**src/rtl/lock_ctrl.sv**
```systemverilog
// Combination-lock sequencer: checks entries, counts failures, times lockout and runs the code-change flow.
// Results are registered one cycle after the cnf edge; cnf and chg in the same cycle resolve to cnf only.
module lock_ctrl #(
  parameter logic [15:0] INIT_CODE  = 16'h1234,
  parameter int          MAX_TRIES  = 3,
  parameter int          SHOW_TICKS = 3,
  parameter int          LOCK_TICKS = 10
) (
  input  logic        clk,
  input  logic        rst_n,
  input  logic        tick,
  input  logic        cnf,
  input  logic        chg,
  input  logic [15:0] entry,
  output logic        pass,
  output logic        fail,
  output logic        locked,
  output logic        clr_entry,
  output logic [2:0]  st,
  output logic [3:0]  fails,
  output logic [7:0]  remain
);

  localparam logic [2:0] S_IDLE     = 3'd0;
  localparam logic [2:0] S_OPEN     = 3'd1;
  localparam logic [2:0] S_FAILSHOW = 3'd2;
  localparam logic [2:0] S_LOCKOUT  = 3'd3;
  localparam logic [2:0] S_CHG_OLD  = 3'd4;
  localparam logic [2:0] S_CHG_NEW1 = 3'd5;
  localparam logic [2:0] S_CHG_NEW2 = 3'd6;

  localparam int HW = (SHOW_TICKS < 2) ? 1 : $clog2(SHOW_TICKS + 1);

  logic [2:0]    st_q, st_d;
  logic [15:0]   code_q, code_d;
  logic [15:0]   new_q, new_d;
  logic [3:0]    fails_q, fails_d;
  logic [7:0]    remain_q, remain_d;
  logic [HW-1:0] hold_q, hold_d;
  logic          clr_q, clr_d;
  logic          pass_q, fail_q, locked_q;

  logic [3:0]    fails_inc;
  logic          code_match;
  logic          bad_lock;

  assign fails_inc  = (fails_q == 4'd15) ? 4'd15 : fails_q + 4'd1;
  assign code_match = (entry == code_q);
  assign bad_lock   = (fails_inc >= 4'(MAX_TRIES));

  always_comb begin
    st_d     = st_q;
    code_d   = code_q;
    new_d    = new_q;
    fails_d  = fails_q;
    remain_d = remain_q;
    hold_d   = hold_q;
    clr_d    = 1'b0;
    case (st_q)
      S_IDLE: begin
        if (cnf) begin
          clr_d  = 1'b1;
          hold_d = HW'(SHOW_TICKS);
          if (code_match) begin
            st_d    = S_OPEN;
            fails_d = 4'd0;
          end else begin
            fails_d  = fails_inc;
            st_d     = bad_lock ? S_LOCKOUT : S_FAILSHOW;
            remain_d = bad_lock ? 8'(LOCK_TICKS) : 8'd0;
          end
        end else if (chg) begin
          st_d = S_CHG_OLD;
        end
      end
      S_OPEN, S_FAILSHOW: begin
        // Leave on the tick that would take the hold counter to zero.
        if (tick) begin
          hold_d = hold_q - HW'(1);
          if (hold_q <= HW'(1)) st_d = S_IDLE;
        end
      end
      S_LOCKOUT: begin
        if (tick) begin
          if (remain_q <= 8'd1) begin
            st_d     = S_IDLE;
            remain_d = 8'd0;
            fails_d  = 4'd0;
          end else begin
            remain_d = remain_q - 8'd1;
          end
        end
      end
      S_CHG_OLD: begin
        if (cnf) begin
          clr_d  = 1'b1;
          hold_d = HW'(SHOW_TICKS);
          if (code_match) begin
            st_d = S_CHG_NEW1;
          end else begin
            fails_d  = fails_inc;
            st_d     = bad_lock ? S_LOCKOUT : S_FAILSHOW;
            remain_d = bad_lock ? 8'(LOCK_TICKS) : 8'd0;
          end
        end else if (chg) begin
          st_d = S_IDLE;
        end
      end
      S_CHG_NEW1: begin
        if (cnf) begin
          clr_d = 1'b1;
          new_d = entry;
          st_d  = S_CHG_NEW2;
        end else if (chg) begin
          st_d = S_IDLE;
        end
      end
      S_CHG_NEW2: begin
        if (cnf) begin
          clr_d  = 1'b1;
          hold_d = HW'(SHOW_TICKS);
          // A mismatched repeat is not counted as a failed attempt.
          if (entry == new_q) begin
            code_d = new_q;
            st_d   = S_OPEN;
          end else begin
            st_d = S_FAILSHOW;
          end
        end else if (chg) begin
          st_d = S_IDLE;
        end
      end
      default: st_d = S_IDLE;
    endcase
  end

  always_ff @(posedge clk) begin
    if (!rst_n) begin
      st_q     <= S_IDLE;
      code_q   <= INIT_CODE;
      new_q    <= 16'd0;
      fails_q  <= 4'd0;
      remain_q <= 8'd0;
      hold_q   <= '0;
      clr_q    <= 1'b0;
      pass_q   <= 1'b0;
      fail_q   <= 1'b0;
      locked_q <= 1'b0;
    end else begin
      st_q     <= st_d;
      code_q   <= code_d;
      new_q    <= new_d;
      fails_q  <= fails_d;
      remain_q <= remain_d;
      hold_q   <= hold_d;
      clr_q    <= clr_d;
      pass_q   <= (st_d == S_OPEN);
      fail_q   <= (st_d == S_FAILSHOW) || (st_d == S_LOCKOUT);
      locked_q <= (st_d == S_LOCKOUT);
    end
  end

  assign pass      = pass_q;
  assign fail      = fail_q;
  assign locked    = locked_q;
  assign clr_entry = clr_q;
  assign st        = st_q;
  assign fails     = fails_q;
  assign remain    = remain_q;

endmodule

```
**config.mk**
```make
export PLATFORM = sky130hd
export DESIGN_NAME = lock_ctrl
export DESIGN_NICKNAME = d
export VERILOG_FILES = /design/src/rtl/lock_ctrl.sv
export SDC_FILE = /design/constraint.sdc
export NUM_CORES = 1
export LEC_CHECK = 0
export BUFFER_PORTS_ARGS = -buffer_cell sky130_fd_sc_hd__buf_2
export CAP_MARGIN = 20
export CORE_AREA = 2 2 89 91
export CTS_BUF_LIST = sky130_fd_sc_hd__clkbuf_4 sky130_fd_sc_hd__clkbuf_8
export CTS_CLUSTER_DIAMETER = 80
export CTS_CLUSTER_SIZE = 10
export DETAILED_ROUTE_END_ITERATION = 10
export DIE_AREA = 0 0 91 93
export SYNTH_ARGS = -nofsm -noshare
export SYNTH_HDL_FRONTEND = slang
export SYNTH_SLANG_ARGS = --single-unit
```
**constraint.sdc**
```tcl
create_clock -name clk -period 2.2 [get_ports clk]
set_clock_uncertainty 0.15 [all_clocks]
set_input_delay 0.33 -clock clk [delete_from_list [all_inputs] [get_ports clk]]
set_output_delay 0.33 -clock clk [all_outputs]
set_load 0.01 [all_outputs]
```
---- Word-level counts from Yosys, hierarchy flattened ----
Index checks and enable logic that the tools add are counted.
cells by class
  add/sub/neg operators ................... 3
  multiply operators ...................... 0
  divide/modulo/power cells ............... 0
  $lt $le $gt $ge ......................... 3
  equal/unequal tests ..................... 21
  shift-type cells ........................ 0
  muxes and demuxes ....................... 33
  bitwise logic cells ..................... 0
  reduce and logical (&&, ||, !) cells .... 15
operators with widths
  operator                                                                              count
  3-bit 2-to-1 mux                                                                      11
  16-bit equality test                                                                  2
  4-bit 2-to-1 mux                                                                      8
  8-bit 2-to-1 mux                                                                      4
  3-bit case mux with 6 select lines                                                    1
  8-bit case mux with 2 select lines                                                    1
  2-bit inequality test (second input constant)                                         7
  3-bit by 2-bit equality test with 1-bit output (second input constant)                4
  4-bit case mux with 3 select lines                                                    1
  3-bit equality test (second input constant)                                           3
  8-bit by 1-bit less-or-equal comparator with 1-bit output (second input constant)     1
  2-bit 2-to-1 mux                                                                      4
  8-bit by 1-bit subtractor with 8-bit output (second input constant)                   1
  3-bit by 1-bit equality test with 1-bit output (second input constant)                2
  3-bit AND reduction                                                                   2
  6-bit AND reduction                                                                   1
  4-bit by 1-bit adder with 4-bit output (second input constant)                        1
  4-bit equality test (second input constant)                                           1
  4-bit by 2-bit greater-or-equal comparator with 1-bit output (second input constant)  1
  2-bit by 1-bit inequality test with 1-bit output (second input constant)              2
  2-bit case mux with 2 select lines                                                    1
  2-bit AND reduction                                                                   2
  4-bit AND reduction                                                                   1
  2-bit nonzero test                                                                    2
  other kinds (9)                                                                       11
word-level totals
  register bits after elaboration ......... 53
  bits in latches ......................... 0
  bits in writable memories ............... 0
  bits in read-only memories .............. 0
  input bits .............................. 21
  output and inout bits ................... 19
  word-level logic and storage cells ...... 85
  memories ................................ 0

---- Logic depth before layout (Yosys ltp) ----
Gate-level depths: netlist of run 1.
  depth after elaboration ................. 9
  depth in mapped cells ................... 9
  gate-level depth less buffers ........... 8

---- Least setup slack after synthesis of run 1 ----
Ideal clock, no wire load.
  path kind ............................... reg2reg
  from .................................... register remain_q[0] (netlist: remain[0])
  to ...................................... register remain_q[7] (netlist: remain[7])
  library setup time ...................... 0.091 ns
  arrival time ............................ 2.060 ns
  data required time ...................... 1.959 ns
  setup slack ............................. -0.101 ns
  stages on the path, launching flop included .. 10
  buffers on the path ..................... 1
  clock period less this slack ............ 2.301 ns
  cell sequence ........................... dfxtp_1 > inv_1 > ha_1 > o21bai_1 > nor3_1 > or2_1 > buf_2 > nor2_1 > a41oi_1 > a311oi_1
between the ends
  cells in the longest elaborated chain, start to end .. 4
  elaborated cells on any way between the ends .. 5
  those cells by class .................... 1 x add/sub; 1 x order compare; 3 x mux
ends and longest elaborated chain
  item                                                                                                                      RTL line  text
  start: declaration                                                                                                        38        logic [7:0] remain_q, remain_d;
  start signal: assignment                                                                                                  154       remain_q <= remain_d;
  8-bit by 1-bit subtractor with 8-bit output or 8-bit by 1-bit less-or-equal comparator with 1-bit output (tied branches)  90, 85
  8-bit 2-to-1 mux (*)                                                                                                      85        if (remain_q <= 8'd1) begin
  8-bit 2-to-1 mux (*)                                                                                                      84        if (tick) begin
  8-bit case mux with 2 select lines (*)                                                                                    59        case (st_q)
Every way passes the cells marked *; elsewhere a longest branch is shown, timed or not. The select of a mux whose other input is x is not followed.
A chain may end at the register's enable or synchronous reset.

---- Worst setup path in the final report of run 1 ----
  from .................................... register remain_q[0] (netlist: remain[0])
  to ...................................... register locked_q (netlist: locked)
between the ends
  cells in the longest elaborated chain, start to end .. 5
ends and longest elaborated chain
  item                                                       RTL line  text
  8-bit by 1-bit less-or-equal comparator with 1-bit output  85
  3-bit 2-to-1 mux                                           85
  3-bit 2-to-1 mux                                           84
  3-bit case mux with 6 select lines                         59
  3-bit by 2-bit equality test with 1-bit output             159       locked_q <= (st_d == S_LOCKOUT);
  end signal: assignment                                     159
  end: declaration                                           41        logic pass_q, fail_q, locked_q;
No other way between the ends.

==> report_table.html, run 1 <==
<table>
<tr><th>Metric</th><th>Value</th></tr>
<tr><th colspan="2">Logic synthesis</th></tr>
<tr><td>Sequential-to-total area share from yosys stat</td><td>0.3902</td></tr>
<tr><td>Dominant register cell in the synthesized netlist</td><td>sky130_fd_sc_hd__dfxtp_1</td></tr>
<tr><td>Summed instance area of the synthesized netlist</td><td>between 2000 and 3000 µm²</td></tr>
<tr><td>Yosys synthesis warning count</td><td>0</td></tr>
<tr><td>Share of synthesized registers carrying an async set or reset</td><td>0</td></tr>
<tr><td>Cell count after synthesis</td><td>approximately 320</td></tr>
<tr><td>Synth Register Bits</td><td>53</td></tr>
<tr><td>Average cell area after synthesis</td><td>about 8.5 µm²</td></tr>
<tr><td>EDFF count, synth</td><td>0</td></tr>
<tr><td>Syn nets</td><td>roughly 340</td></tr>
<tr><td>Count of cell types in the netlist</td><td>51</td></tr>
<tr><th colspan="2">Critical path</th></tr>
<tr><td>Endpoint kind of the worst setup timing path</td><td>flop</td></tr>
<tr><td>Worst-case register-to-register setup slack</td><td>0.09 ns</td></tr>
<tr><td>Maximum fanout along the worst path</td><td>6</td></tr>
<tr><td>Start point of the critical path</td><td>remain[0]$_SDFFE_PN0P_</td></tr>
<tr><td>Classification of the worst setup path</td><td>reg -&gt; reg</td></tr>
<tr><td>Critical Path Source Type</td><td>flop</td></tr>
<tr><td>FF-to-FF End</td><td>locked$_SDFF_PN0_</td></tr>
<tr><td>Reg-to-reg startpoint</td><td>remain[0]$_SDFFE_PN0P_</td></tr>
<tr><td>Required time of the worst setup path</td><td>2.24 ns</td></tr>
<tr><td>Depth of the worst register-to-register path</td><td>9</td></tr>
<tr><td>Arrival @ worst endpoint</td><td>approximately 2.2 ns</td></tr>
<tr><td>Endpoint of the most critical setup path</td><td>locked$_SDFF_PN0_</td></tr>
<tr><th colspan="2">Job</th></tr>
<tr><td>Reported max-cap violation count</td><td>0</td></tr>
<tr><th colspan="2">Power</th></tr>
<tr><td>Power per standard cell area</td><td>569.9 nW/µm²</td></tr>
<tr><td>Worst VDD drop</td><td>approximately 0.30 mV</td></tr>
<tr><td>Leak</td><td>~1.4 nW</td></tr>
<tr><th colspan="2">Place</th></tr>
<tr><td>Area of placed instances</td><td>3168 µm²</td></tr>
<tr><td>Post-DP HPWL</td><td>roughly 4700 µm</td></tr>
<tr><td>Post-Place Worst Slack</td><td>-0.0006968 ns</td></tr>
<tr><td>Placer's final routability congestion estimate</td><td>0.8170</td></tr>
<tr><td>Total of buffers placed on input and output ports</td><td>39</td></tr>
<tr><th colspan="2">Clocking</th></tr>
<tr><td>Number of H-tree levels</td><td>2</td></tr>
<tr><td>Buffer depth of the longest clock path</td><td>2</td></tr>
<tr><td>Clock-pin transition on the worst setup and hold timing paths</td><td>0.10 ns</td></tr>
<tr><td>Buffer cell driving the clock tree root</td><td>sky130_fd_sc_hd__clkbuf_8</td></tr>
<tr><td>Clock tree from TritonCTS</td><td>done</td></tr>
<tr><td>Number of buffers created by CTS</td><td>5</td></tr>
<tr><td>Worst-skew pair later-pin latency</td><td>0.31 ns</td></tr>
<tr><td>Clock sink total</td><td>53</td></tr>
<tr><th colspan="2">Route</th></tr>
<tr><td>Total iterations of the first detailed-routing run</td><td>4</td></tr>
<tr><td>Post-DR wirelength/cell</td><td>between 10 and 15 µm</td></tr>
<tr><td>Via Count</td><td>2435</td></tr>
<tr><td>Avg Vias per Cell</td><td>5.084</td></tr>
<tr><td>Total length of routed wires</td><td>6589 µm</td></tr>
<tr><td>Count of antenna-violating nets left after detailed routing</td><td>0</td></tr>
<tr><td>Number of violations reported at the end of detailed-routing iteration 0</td><td>~120</td></tr>
<tr><td>DRC violations left</td><td>0</td></tr>
<tr><th colspan="2">Global routing</th></tr>
<tr><td>Maximum number of pins on one net before global-route repair</td><td>31</td></tr>
<tr><td>Busiest grt layer</td><td>met2</td></tr>
<tr><td>Initial antenna violation count</td><td>0</td></tr>
<tr><td>Wire length of the first global-routing pass</td><td>10990 µm</td></tr>
<tr><td>Overall global routing resource usage</td><td>0.1584</td></tr>
<tr><td>Global route overflow</td><td>0</td></tr>
<tr><td>Met1 usage in global routing</td><td>0.2031</td></tr>
<tr><td>Met2 routing resource usage after global routing</td><td>0.2722</td></tr>
<tr><td>Met3 usage in global routing</td><td>0.02981</td></tr>
<tr><td>Via count of the first global-routing pass</td><td>between 2000 and 2500</td></tr>
<tr><th colspan="2">Finish</th></tr>
<tr><td>Syn-to-layout area delta</td><td>21.91%</td></tr>
<tr><td>Ant. Diodes</td><td>0</td></tr>
<tr><td>Fin util</td><td>0.4403</td></tr>
<tr><td>Post-route cell area</td><td>3314 µm²</td></tr>
<tr><td>Top library cells by usage in the layout, fill and taps aside</td><td>52 x sky130_fd_sc_hd__dfxtp_1, 46 x sky130_fd_sc_hd__nand2_1, 39 x sky130_fd_sc_hd__buf_2</td></tr>
<tr><td>Fraction of layout instances using a drive strength above 1</td><td>0.2387</td></tr>
<tr><td>Final Net Count</td><td>401</td></tr>
<tr><td>Most common cell after layout, fill and taps aside</td><td>sky130_fd_sc_hd__dfxtp_1</td></tr>
<tr><th colspan="2">Status</th></tr>
<tr><td>Run status</td><td>finished clean</td></tr>
<tr><th colspan="2">Die</th></tr>
<tr><td>Cell Rows</td><td>32</td></tr>
<tr><td>Overall die width</td><td>about 90 µm</td></tr>
<tr><td>Core outline area</td><td>7527 µm²</td></tr>
<tr><td>Die outline height</td><td>93 µm</td></tr>
<tr><td>Effective utilization at floorplan</td><td>0.3612</td></tr>
<tr><td>Full die area</td><td>8463 µm²</td></tr>
<tr><td>Boundary Pins</td><td>40</td></tr>
<tr><th colspan="2">Timing</th></tr>
<tr><td>Worst slew margin</td><td>0.6962</td></tr>
<tr><td>Hold Worst Slack</td><td>approximately 0.13 ns</td></tr>
<tr><td>Period Utilization, post-route</td><td>0.9576</td></tr>
<tr><td>Worst slew pin tran</td><td>0.4540 ns</td></tr>
<tr><td>Maximum clock frequency</td><td>about 470 MHz</td></tr>
<tr><td>Final Setup Violations</td><td>0</td></tr>
<tr><td>Shortest clock period the worst path allows after layout</td><td>2.107 ns</td></tr>
<tr><td>Count of final hold-check violations</td><td>0</td></tr>
<tr><td>Post-Route Setup TNS</td><td>0 ns</td></tr>
<tr><td>Total count of max-transition violations in the final report</td><td>0</td></tr>
<tr><td>Worst Slack Setup Final</td><td>0.09329 ns</td></tr>
<tr><th colspan="2">Min path</th></tr>
<tr><td>HP Class</td><td>in -&gt; reg</td></tr>
<tr><td>Hold Crit Start</td><td>entry[10]</td></tr>
</table>
==> stage by stage <==
stage / std cells / power, mW
CTS: 476 / 1.905
finish: 479 / 1.889
detailed placement: 468 / 1.330
global route: 479 / 1.991
global placement: 468 / 1.328
floorplan: 319 / 1.207
==> cell families after synthesis <==
logic type      count (synthesis)  synth area share
mux                            18           0.06627
flops                          53            0.3902
compound gates                 68            0.1698
fa+ha+maj                       4           0.01841
xor+xnor                       33            0.1063
buf+inv                        23           0.03359
simple gates                  120            0.2154
==> how the worst min path moves through the flow <==
stage,cells after the start,to
finish,3,new_q[10]$_SDFFE_PN0P_
global route,3,new_q[12]$_SDFFE_PN0P_
CTS,3,new_q[10]$_SDFFE_PN0P_
detailed placement,2,new_q[9]$_SDFFE_PN0P_
global placement,2,new_q[12]$_SDFFE_PN0P_
floorplan,2,new_q[13]$_SDFFE_PN0P_
==> final cells by class <==
| type | instances | area [µm²] |
|---|---|---|
| Clock inverter | 3 | 21.27 |
| Sequential cell | 53 | 1065 |
| Clock buffer | 5 | 68.82 |
| Timing Repair Buffer | 66 | 397.9 |
| Multi-Input combinational cell | 243 | 1608 |
| Fill cell | 808 | 4213 |
| Tap cell | 102 | 127.6 |
| Inverter | 7 | 26.28 |
==> what timing repair did <==
action | CTS | global route
gates resized for setup | 0 | 8
hold buffers | 0 | 0
buffers inserted | 0 | 3
setup endpoints to repair | 0 | 10
==> layer usage <==
layer / vias up / wire length (µm)
li1: 1224 / -
met1: 1142 / 3027
met2: 60 / 3175
met3: 9 / 301
met4: 0 / 84
met5: - / 0
==> registers in the layout, indices dropped and copies added (netlist names), 2 cells and up <==
name    cells
fails       4
hold_q      2
st          3
remain      8
code_q     16
new_q      16
==> power by group <==
part / total (mW) / internal (mW) / switching, mW
sequential: 0.996 / 0.979 / 0.0168
combinational: 0.330 / 0.147 / 0.183
clock: 0.564 / 0.227 / 0.337
total: 1.89 / 1.35 / 0.537
==> Yosys cell counts, types with 7 or more instances <==
master                     number  area (µm²)
sky130_fd_sc_hd__dfxtp_1       53        1061
sky130_fd_sc_hd__nand2_1       46       172.7
sky130_fd_sc_hd__xnor2_1       29       254.0
sky130_fd_sc_hd__a21oi_1       25       125.1
sky130_fd_sc_hd__nor2_1        25       93.84
sky130_fd_sc_hd__mux2i_1       18       180.2
sky130_fd_sc_hd__clkbuf_1      12       45.04
sky130_fd_sc_hd__o21ai_0        8       40.04
sky130_fd_sc_hd__inv_1          7       26.28
sky130_fd_sc_hd__nand4_1        7       43.79
==> critical path: stages, from the launching register on <==
cell and delay [ns]:
sky130_fd_sc_hd__dfxtp_4 0.38, sky130_fd_sc_hd__inv_1 0.10, sky130_fd_sc_hd__ha_4 0.15, sky130_fd_sc_hd__o21bai_2 0.08, sky130_fd_sc_hd__buf_4 0.16, sky130_fd_sc_hd__o41a_1 0.38, sky130_fd_sc_hd__o21ai_1 0.12, sky130_fd_sc_hd__o21ai_1 0.12
sky130_fd_sc_hd__a31oi_2 0.25, sky130_fd_sc_hd__nor3_1 0.08
(Power assumes the default switching activity.)
==> inputs of run 2 (changes only) <==
--- a/config.mk
+++ b/config.mk
@@ -5,7 +5,7 @@
 export SDC_FILE = /design/constraint.sdc
 export NUM_CORES = 1
 export LEC_CHECK = 0
-export BUFFER_PORTS_ARGS = -buffer_cell sky130_fd_sc_hd__buf_2
+export BUFFER_PORTS_ARGS = -buffer_cell sky130_fd_sc_hd__buf_4
 export CAP_MARGIN = 20
 export CORE_AREA = 2 2 89 91
 export CTS_BUF_LIST = sky130_fd_sc_hd__clkbuf_4 sky130_fd_sc_hd__clkbuf_8
==> run 2 against run 1 <==
Effect of this change:
- via count decreased by 1.5%
- setup slack got worse by 0.029 ns
- combinational power up 2%
- clock-buffer cell count grew 1
- final area grew 2.1%
- largest cell class unchanged
- highest routed layer unchanged
==> report_table.html, run 2 (synthesized netlist as in run 1, its figures left out) <==
<table>
<tr><th>Metric</th><th>Value</th></tr>
<tr><th colspan="2">Route</th></tr>
<tr><td>Count of antenna-violating nets left after detailed routing</td><td>0 (unchanged)</td></tr>
<tr><td>Total iterations of the first detailed-routing run</td><td>4 (unchanged)</td></tr>
<tr><td>Total length of routed wires</td><td>6611 µm (+0.33%)</td></tr>
<tr><td>Via Count</td><td>2399 (-1.5%)</td></tr>
<tr><td>DRC violations left</td><td>0 (unchanged)</td></tr>
<tr><td>Avg Vias per Cell</td><td>5.061 (-0.44%)</td></tr>
<tr><td>Post-DR wirelength/cell</td><td>13.95 µm (+1.4%)</td></tr>
<tr><td>Number of violations reported at the end of detailed-routing iteration 0</td><td>117 (-4.9%)</td></tr>
<tr><th colspan="2">Timing</th></tr>
<tr><td>Worst Slack Setup Final</td><td>0.06416 ns (-0.02913 ns)</td></tr>
<tr><td>Maximum clock frequency</td><td>468.2 MHz (-1.4%)</td></tr>
<tr><td>Period Utilization, post-route</td><td>0.9708 (+0.01324)</td></tr>
<tr><td>Worst slew margin</td><td>0.7383 (+0.04211)</td></tr>
<tr><td>Shortest clock period the worst path allows after layout</td><td>2.136 ns (+0.02913 ns)</td></tr>
<tr><td>Unrepaired setup endpoints after global routing</td><td>yes</td></tr>
<tr><td>Worst slew pin tran</td><td>0.3912 ns (-0.06282 ns)</td></tr>
<tr><td>Final Setup Violations</td><td>0 (unchanged)</td></tr>
<tr><td>Count of final hold-check violations</td><td>0 (unchanged)</td></tr>
<tr><td>Total count of max-transition violations in the final report</td><td>0 (unchanged)</td></tr>
<tr><th colspan="2">Power</th></tr>
<tr><td>Power per standard cell area</td><td>566.1 nW/µm² (-0.68%)</td></tr>
<tr><td>Overall Power</td><td>1.916 mW (+1.4%)</td></tr>
<tr><td>Worst VDD drop</td><td>0.3289 mV (+8.2%)</td></tr>
<tr><td>Leak</td><td>1.413 nW (+0.69%)</td></tr>
<tr><th colspan="2">Finish</th></tr>
<tr><td>Post-route cell area</td><td>3385 µm² (+2.1%)</td></tr>
<tr><td>Fraction of layout instances using a drive strength above 1</td><td>0.2258 (-0.01292)</td></tr>
<tr><td>Syn-to-layout area delta</td><td>24.48%</td></tr>
<tr><td>Top library cells by usage in the layout, fill and taps aside</td><td>62 x sky130_fd_sc_hd__buf_4, 52 x sky130_fd_sc_hd__dfxtp_1, 46 x sky130_fd_sc_hd__nand2_1</td></tr>
<tr><td>Ant. Diodes</td><td>0 (unchanged)</td></tr>
<tr><td>Final Net Count</td><td>397 (-1.0%)</td></tr>
<tr><td>Most common cell after layout, fill and taps aside</td><td>sky130_fd_sc_hd__buf_4</td></tr>
<tr><td>Fin util</td><td>0.4496 (+0.009308)</td></tr>
<tr><td>Cell Count, Final, Fillers Out</td><td>474 (-1.0%)</td></tr>
<tr><th colspan="2">Die</th></tr>
<tr><td>Die outline height</td><td>93 µm (unchanged)</td></tr>
<tr><td>Core outline area</td><td>7527 µm² (unchanged)</td></tr>
<tr><td>Cell Rows</td><td>32 (unchanged)</td></tr>
<tr><td>Overall die width</td><td>91 µm (unchanged)</td></tr>
<tr><td>Effective utilization at floorplan</td><td>0.3612 (unchanged)</td></tr>
<tr><td>Boundary Pins</td><td>40 (unchanged)</td></tr>
<tr><td>Full die area</td><td>8463 µm² (unchanged)</td></tr>
<tr><th colspan="2">Clocking</th></tr>
<tr><td>Clock tree from TritonCTS</td><td>done</td></tr>
<tr><td>Buffer depth of the longest clock path</td><td>2 (unchanged)</td></tr>
<tr><td>Number of H-tree levels</td><td>2 (unchanged)</td></tr>
<tr><td>Clock-pin transition on the worst setup and hold timing paths</td><td>0.10 ns (about the same)</td></tr>
<tr><td>Buffer cell driving the clock tree root</td><td>sky130_fd_sc_hd__clkbuf_8</td></tr>
<tr><td>Clock sink total</td><td>53 (unchanged)</td></tr>
<tr><td>Post-CTS setup repair buffer count</td><td>0 (unchanged)</td></tr>
<tr><td>Total of hold buffers inserted after clock tree synthesis</td><td>0 (unchanged)</td></tr>
<tr><td>Worst-skew pair later-pin latency</td><td>0.31 ns (about the same)</td></tr>
<tr><td>Number of resized instances in the post-cts repair step</td><td>0 (unchanged)</td></tr>
<tr><td>Number of buffers created by CTS</td><td>5 (unchanged)</td></tr>
<tr><th colspan="2">Global routing</th></tr>
<tr><td>Via count of the first global-routing pass</td><td>2418 (+3.2%)</td></tr>
<tr><td>Global route overflow</td><td>0 (unchanged)</td></tr>
<tr><td>Initial antenna violation count</td><td>0 (unchanged)</td></tr>
<tr><td>Maximum number of pins on one net before global-route repair</td><td>22 (-29%)</td></tr>
<tr><td>Met2 routing resource usage after global routing</td><td>0.2716 (-0.0006173)</td></tr>
<tr><td>Met1 usage in global routing</td><td>0.2134 (+0.01032)</td></tr>
<tr><td>Met3 usage in global routing</td><td>0.02659 (-0.003223)</td></tr>
<tr><td>Wire length of the first global-routing pass</td><td>11300 µm (+2.8%)</td></tr>
<tr><td>Overall global routing resource usage</td><td>0.1638 (+0.005458)</td></tr>
<tr><td>Busiest grt layer</td><td>met2</td></tr>
<tr><th colspan="2">Place</th></tr>
<tr><td>Number of placed instances, taps included</td><td>467 (-0.21%)</td></tr>
<tr><td>Placer's final routability congestion estimate</td><td>0.8302 (+1.6%)</td></tr>
<tr><td>Total of buffers placed on input and output ports</td><td>39 (unchanged)</td></tr>
<tr><td>Post-DP HPWL</td><td>4848 µm (+2.6%)</td></tr>
<tr><td>Post-Place Worst Slack</td><td>0.03638 ns (+0.03707 ns)</td></tr>
<tr><td>Area of placed instances</td><td>3258 µm² (+2.8%)</td></tr>
<tr><th colspan="2">Critical path</th></tr>
<tr><td>Endpoint kind of the worst setup timing path</td><td>flop</td></tr>
<tr><td>FF-to-FF End</td><td>locked$_SDFF_PN0_</td></tr>
<tr><td>Worst-case register-to-register setup slack</td><td>0.06 ns (-0.03 ns)</td></tr>
<tr><td>Required time of the worst setup path</td><td>2.25 ns (about the same)</td></tr>
<tr><td>Depth of the worst register-to-register path</td><td>6 (-3)</td></tr>
<tr><td>Classification of the worst setup path</td><td>reg -&gt; reg</td></tr>
<tr><td>Maximum fanout along the worst path</td><td>4 (-2)</td></tr>
<tr><td>Reg-to-reg startpoint</td><td>remain[3]$_SDFFE_PN0P_</td></tr>
<tr><td>Arrival @ worst endpoint</td><td>2.18 ns (+0.03 ns)</td></tr>
<tr><td>Critical Path Source Type</td><td>flop</td></tr>
<tr><th colspan="2">Min path</th></tr>
<tr><td>Count of cells along the worst hold path</td><td>3 (unchanged)</td></tr>
<tr><td>HP Class</td><td>in -&gt; reg</td></tr>
<tr><td>Hold Crit Start</td><td>entry[7]</td></tr>
<tr><td>End point of the most critical hold path</td><td>new_q[7]$_SDFFE_PN0P_</td></tr>
<tr><th colspan="2">Status</th></tr>
<tr><td>Run status</td><td>finished clean</td></tr>
<tr><th colspan="2">Job</th></tr>
<tr><td>Reported max-cap violation count</td><td>0 (unchanged)</td></tr>
</table>
==> run 2: stage by stage <==
stage / TNS (ns) / hold slack (ns)
after floorplan: 0 / 0.3104
after global placement: 0 / 0.3180
after detailed placement: 0 / 0.3248
after CTS: 0 / 0.1235
after global routing: -0.05010 / 0.1340
final: 0 / 0.1310
==> run 2: worst max-delay path, stage by stage (launching register included) <==
cell and delay [ns]:
sky130_fd_sc_hd__dfxtp_1 0.33, sky130_fd_sc_hd__or4_4 0.55, sky130_fd_sc_hd__o41a_1 0.42, sky130_fd_sc_hd__o21ai_1 0.18
sky130_fd_sc_hd__o21ai_2 0.10, sky130_fd_sc_hd__a31oi_2 0.23, sky130_fd_sc_hd__nor3_1 0.07
==> run 2: final cells by class <==
| type | instances | area [µm²] |
|---|---|---|
| well taps | 102 | 127.6 |
| repair buffers | 62 | 465.4 |
| clock inverters | 1 | 7.507 |
| clock buffers | 6 | 82.58 |
| inverters | 7 | 26.28 |
| multi-input cells | 243 | 1613 |
| fillers | 779 | 4143 |
| flip-flops and latches | 53 | 1062 |
==> run 2: worst max-delay path by stage <==
stage	startpoint	endpoint	depth (start not counted)	slack, ns
after floorplan	remain[1]$_SDFFE_PN0P_	remain[7]$_SDFFE_PN0P_	9	0.02
after global placement	entry[10]	locked$_SDFF_PN0_	8	0.07
after detailed placement	entry[10]	locked$_SDFF_PN0_	8	0.04
after CTS	remain[3]$_SDFFE_PN0P_	locked$_SDFF_PN0_	6	0.05
after global routing	remain[3]$_SDFFE_PN0P_	fails[3]$_SDFFE_PN0P_	5	-0.04
final	remain[3]$_SDFFE_PN0P_	locked$_SDFF_PN0_	6	0.06
==> run 2: routing by layer <==
layer,share of wire,vias to the layer above
li1,-,1221
met1,0.46,1121
met2,0.49,46
met3,0.036,11
met4,0.016,0
met5,0,-
==> run 2: power by group <==
part,internal (mW),total [mW],switching (mW)
Sequential,0.980,0.998,0.0180
Clock,0.250,0.580,0.330
Combinational,0.158,0.338,0.180
